[config.mk]
export PLATFORM = sky130hd
export DESIGN_NAME = id_ex_hazard_unit
export DESIGN_NICKNAME = d
export VERILOG_FILES = /design/src/rtl/id_ex_hazard_unit.sv
export SDC_FILE = /design/constraint.sdc
export NUM_CORES = 1
export LEC_CHECK = 0
export CAP_MARGIN = 0
export CORE_ASPECT_RATIO = 1.75
export CORE_MARGIN = 4
export CORE_UTILIZATION = 42
export CTS_CLUSTER_SIZE = 16
export DETAILED_ROUTE_END_ITERATION = 16
export GPL_ROUTABILITY_DRIVEN = 0
export PLACE_DENSITY = 0.72
export SYNTH_ARGS = -nofsm -noshare
export SYNTH_HDL_FRONTEND = slang
export SYNTH_SLANG_ARGS = --single-unit
export TNS_END_PERCENT = 30
[constraint.sdc]
create_clock -name clk -period 4.5 [get_ports clk]
set_clock_uncertainty 0.2 [all_clocks]
set_input_delay 0.9 -clock clk [delete_from_list [all_inputs] [get_ports clk]]
set_output_delay 0.9 -clock clk [all_outputs]
set_load 0.01 [all_outputs]
[src/rtl/id_ex_hazard_unit.sv]
// Hazard/forwarding controller on the consumer side of ID/EX: tracks in-flight
// destinations for MEM and WB, selects ALU operand forwards, raises load-use stalls.
module id_ex_hazard_unit #(
  parameter int CNT_W = 16
) (
  input  logic             clk,
  input  logic             rst_n,
  input  logic [4:0]       idex_rs,
  input  logic [4:0]       idex_rt,
  input  logic [4:0]       idex_rd,
  input  logic             idex_RegWrite,
  input  logic             idex_RegDst,
  input  logic             idex_MemRead,
  input  logic [4:0]       ifid_rs,
  input  logic [4:0]       ifid_rt,
  input  logic             ifid_uses_rt,
  input  logic             flush,
  output logic [1:0]       forwardA,
  output logic [1:0]       forwardB,
  output logic             stall,
  output logic             bubble,
  output logic [CNT_W-1:0] stall_count,
  output logic [CNT_W-1:0] fwd_count
);

  logic [4:0]       w_ex_dest;
  logic             w_ex_valid;
  logic             w_lu;
  logic             w_stall;
  logic             w_any_fwd;
  logic [1:0]       w_fwd_a;
  logic [1:0]       w_fwd_b;

  logic [4:0]       r_mem_dest;
  logic             r_mem_valid;
  logic             r_mem_load;
  logic [4:0]       r_wb_dest;
  logic             r_wb_valid;
  logic [CNT_W-1:0] r_stall_count;
  logic [CNT_W-1:0] r_fwd_count;

  // A load sitting in MEM has no data yet, so it is only ever forwarded from WB.
  function automatic logic [1:0] fwd_sel(
    input logic [4:0] src,
    input logic [4:0] mem_dest,
    input logic       mem_valid,
    input logic       mem_load,
    input logic [4:0] wb_dest,
    input logic       wb_valid
  );
    logic [1:0] sel;
    sel = 2'b00;
    if (src != 5'd0) begin
      if (mem_valid && !mem_load && (mem_dest == src))
        sel = 2'b10;
      else if (wb_valid && (wb_dest == src))
        sel = 2'b01;
    end
    return sel;
  endfunction

  function automatic logic [CNT_W-1:0] sat_inc(input logic [CNT_W-1:0] v);
    return (&v) ? v : v + 1'b1;
  endfunction

  always_comb begin
    w_ex_dest  = idex_RegDst ? idex_rd : idex_rt;
    w_ex_valid = idex_RegWrite && (w_ex_dest != 5'd0);

    w_fwd_a = 2'b00;
    w_fwd_b = 2'b00;
    if (rst_n) begin
      w_fwd_a = fwd_sel(idex_rs, r_mem_dest, r_mem_valid, r_mem_load, r_wb_dest, r_wb_valid);
      w_fwd_b = fwd_sel(idex_rt, r_mem_dest, r_mem_valid, r_mem_load, r_wb_dest, r_wb_valid);
    end
    w_any_fwd = (w_fwd_a != 2'b00) || (w_fwd_b != 2'b00);

    w_lu = idex_MemRead && (idex_rt != 5'd0) &&
           ((idex_rt == ifid_rs) || (ifid_uses_rt && (idex_rt == ifid_rt)));
    // A flushed ID instruction dies anyway, so it never needs to wait.
    w_stall = w_lu && !flush && rst_n;
  end

  always_ff @(posedge clk) begin
    if (!rst_n) begin
      r_mem_dest    <= '0;
      r_mem_valid   <= 1'b0;
      r_mem_load    <= 1'b0;
      r_wb_dest     <= '0;
      r_wb_valid    <= 1'b0;
      r_stall_count <= '0;
      r_fwd_count   <= '0;
    end else begin
      r_mem_dest  <= w_ex_dest;
      r_mem_valid <= w_ex_valid;
      r_mem_load  <= idex_MemRead;
      r_wb_dest   <= r_mem_dest;
      r_wb_valid  <= r_mem_valid;
      if (w_stall)
        r_stall_count <= sat_inc(r_stall_count);
      if (w_any_fwd)
        r_fwd_count <= sat_inc(r_fwd_count);
    end
  end

  assign forwardA    = w_fwd_a;
  assign forwardB    = w_fwd_b;
  assign stall       = w_stall;
  assign bubble      = w_stall || (flush && rst_n);
  assign stall_count = r_stall_count;
  assign fwd_count   = r_fwd_count;

endmodule

==> impl_metrics.json <==
{
  "status": "completed",
  "n_antenna_cell": 0,
  "num-nets-final": 391,
  "regArea_um2": 901,
  "synth_cells": 292,
  "multi_input_area_um2": 1500,
  "arrival_ps": 3170,
  "met2_length_mm": 3.47,
  "setup_violations": 0,
  "worstPathMaxFanout": 6,
  "initial_core_util_pct": 43.0,
  "endpoint_kind": "primary output",
  "critPathKind": "primary input to primary output",
  "cts-root-buf": "clkbuf_8",
  "startpoint_type": "primary input",
  "hold_class": "register to register",
  "worst_slew_pin_slew_ps": 624,
  "cts.clk_slew.worst_paths_ps": 80,
  "fin_crit_sh_pct": 94.8,
  "clock_sinks": 45,
  "n_fill_cell": 560,
  "synthTopCellsByArea": "dfxtp_1 (36%), xnor2_1 (9.8%), mux2i_1 (8.4%)",
  "numCtsBuffers": 5,
  "synth_top_cell_area_share_pct": 35.9,
  "final_area_um2": 3350,
  "min-delay-start": "r_mem_valid",
  "netlist-cell-type-count": 41,
  "powerDensity_nw_per_um2": 238,
  "grt_usage_pct": 17.6,
  "cts_max_path_buffers": 2,
  "finalCriticalPeriod_ps": 4270,
  "wl_met1_mm": 2.17,
  "grt_antenna_before_repair": 0,
  "grt_pass1_wl_mm": 10.1,
  "place_ws_ps": 226,
  "rows": 37,
  "grt_pass1_vias": 2312,
  "die_y_um": 110,
  "met3_length_um": 298,
  "viasPerCell": 5.26,
  "top_layer": "met4",
  "h-tree-depth": 2,
  "io_pins": 70,
  "dieArea_um2": 7320,
  "maxCapViolCount": 0,
  "routed_wirelength_mm": 6.06,
  "leakage_nw": 1.31,
  "post-cts-setup-buffers": 0,
  "vias": 2286,
  "portBuffers": 69,
  "setup_ws_ps": 232,
  "maxSlewHeadroom_pct": 58.0,
  "whs_path_depth": 1,
  "rsz0062_at_grt": "false",
  "drtPass1Iterations": 4,
  "slew_violations": 0,
  "hold_viol": 0,
  "r2r_start": "r_wb_dest[1]",
  "rr_worst_depth": 7,
  "die_w_um": 66.4,
  "ys_seq_area_share_pct": 35.9,
  "r2r-end": "fwd_count[6]",
  "synth_edf_count": 0,
  "required_ps": 3400,
  "avgSynthCellArea_um2": 8.59,
  "grt.overflow.total": 0,
  "postPlaceCellArea_um2": 3250,
  "routedWlPerCell_um": 13.9,
  "ir_drop_mv": 0.186,
  "ys.flop_type": "dfxtp_1",
  "grt_max_degree": 36,
  "drive_gt1_share_pct": 5.32,
  "ys_warn_count": 0,
  "clock_latency_ps": 300,
  "async_reset_ff_share_pct": 0,
  "tritoncts": "done",
  "first_iter_violations": 134,
  "syn_area_um2": 2510,
  "cts_hold_buf": 0,
  "tns_ps": 0,
  "ys_ff_latch": 45,
  "core_area_um2": 5830,
  "area_delta_synth_final_pct": 33.7,
  "synth_fp_nets": 326,
  "cts_resized": 0,
  "whs_ps": 246,
  "drcViolationCount": 0,
  "hpwl_mm": 4.75,
  "synth_top_area_cell": "dfxtp_1",
  "ant_nets": 0,
  "fmax_ghz": 0.234,
  "min_to": "r_wb_valid",
  "r2r_slack_ps": 2000
}
==> where the power goes <==
group	internal, mW	switching [mW]
clock	0.161	0.134
sequential	0.404	0.00656
combinational	0.0506	0.0407
==> sequential cells by signal (all words and copies together), names as in the netlist <==
name	flops
fwd_count	16
stall_count	16
r_mem_dest	5
r_wb_dest	5
r_mem_load	1
r_mem_valid	1
r_wb_valid	1
==> final cells by class <==
type,count,share of cell area (%)
inverters,7,0.783
flip-flops and latches,45,26.9
well taps,78,2.91
multi-input cells,224,44.6
repair buffers,74,21.7
clock buffers,5,2.05
clock inverters,2,1.04
==> layer usage <==
metal,vias to the layer above,GRT usage [%]
met3,11,2.94
met1,1077,17.6
met4,0,6.83
met2,73,34.7
li1,1125,-
met5,-,0
==> per-stage QoR <==
step	util, %	std cells	total power, mW
after CTS	57.5	435	0.803
final	57.5	435	0.798
after global placement	55.7	428	0.510
after detailed placement	55.7	428	0.512
after global routing	57.5	435	0.834
after floorplan	-	292	0.470
==> synth_stat cells, types with 3 or more instances <==
| cell type | instances |
|---|---|
| nor2_1 | 26 |
| or4_1 | 4 |
| o21ai_0 | 3 |
| nand4_1 | 13 |
| inv_1 | 7 |
| nor3_1 | 7 |
| and4_1 | 6 |
| mux2i_1 | 21 |
| and2_1 | 7 |
| a21oi_1 | 3 |
| xor2_1 | 15 |
| and3_1 | 6 |
| nand2_1 | 38 |
| nand2b_1 | 12 |
| buf_2 | 4 |
| clkbuf_1 | 7 |
| dfxtp_1 | 45 |
| nand3_1 | 10 |
| xnor2_1 | 28 |
==> logic make-up (layout without fill, tap and decap cells) <==
family	Yosys count	after routing	synth area share [%]
and+or+nand+nor	141	141	30.1
AOI/OAI and AO/OA	17	17	5.24
muxes	21	21	8.38
xor gates and xnor gates	43	43	15.0
adders and majority gates	2	2	0.997
DFF	45	45	35.9
buffers and inverters	23	88	4.39
==> layout by cell type, fill, tap and decap left out, types with 4 or more instances in the layout <==
| cell | netlist | routed |
|---|---|---|
| nand4_1 | 13 | 13 |
| and4_1 | 6 | 6 |
| mux2i_1 | 21 | 21 |
| clkdlybuf4s50_1 | 0 | 69 |
| dfxtp_1 | 45 | 45 |
| and2_1 | 7 | 7 |
| nand3_1 | 10 | 10 |
| nor3_1 | 7 | 7 |
| nor2_1 | 26 | 26 |
| and3_1 | 6 | 6 |
| xor2_1 | 15 | 15 |
| clkbuf_8 | 0 | 5 |
| inv_1 | 7 | 7 |
| or4_1 | 4 | 4 |
| xnor2_1 | 28 | 28 |
| buf_4 | 1 | 5 |
| nand2_1 | 38 | 38 |
| nand2b_1 | 12 | 12 |
==> how the worst max path moves through the flow <==
stage,startpoint,to,slack (ps),depth (start not counted)
CTS,idex_rt[1],bubble,220,7
finish,idex_rt[1],bubble,230,7
global placement,idex_rt[1],bubble,260,7
global route,idex_rt[1],bubble,90,7
detailed placement,idex_rt[1],bubble,230,7
floorplan,idex_rt[1],bubble,1090,7
==> critical path: stages <==
cell             delay (ps)
clkdlybuf4s50_1         540
xor2_1                  230
nor4_2                  260
a32oi_1                 130
or4_4                   500
nand2_1                  70
clkdlybuf4s50_1         530
(Power assumes the default switching activity.)
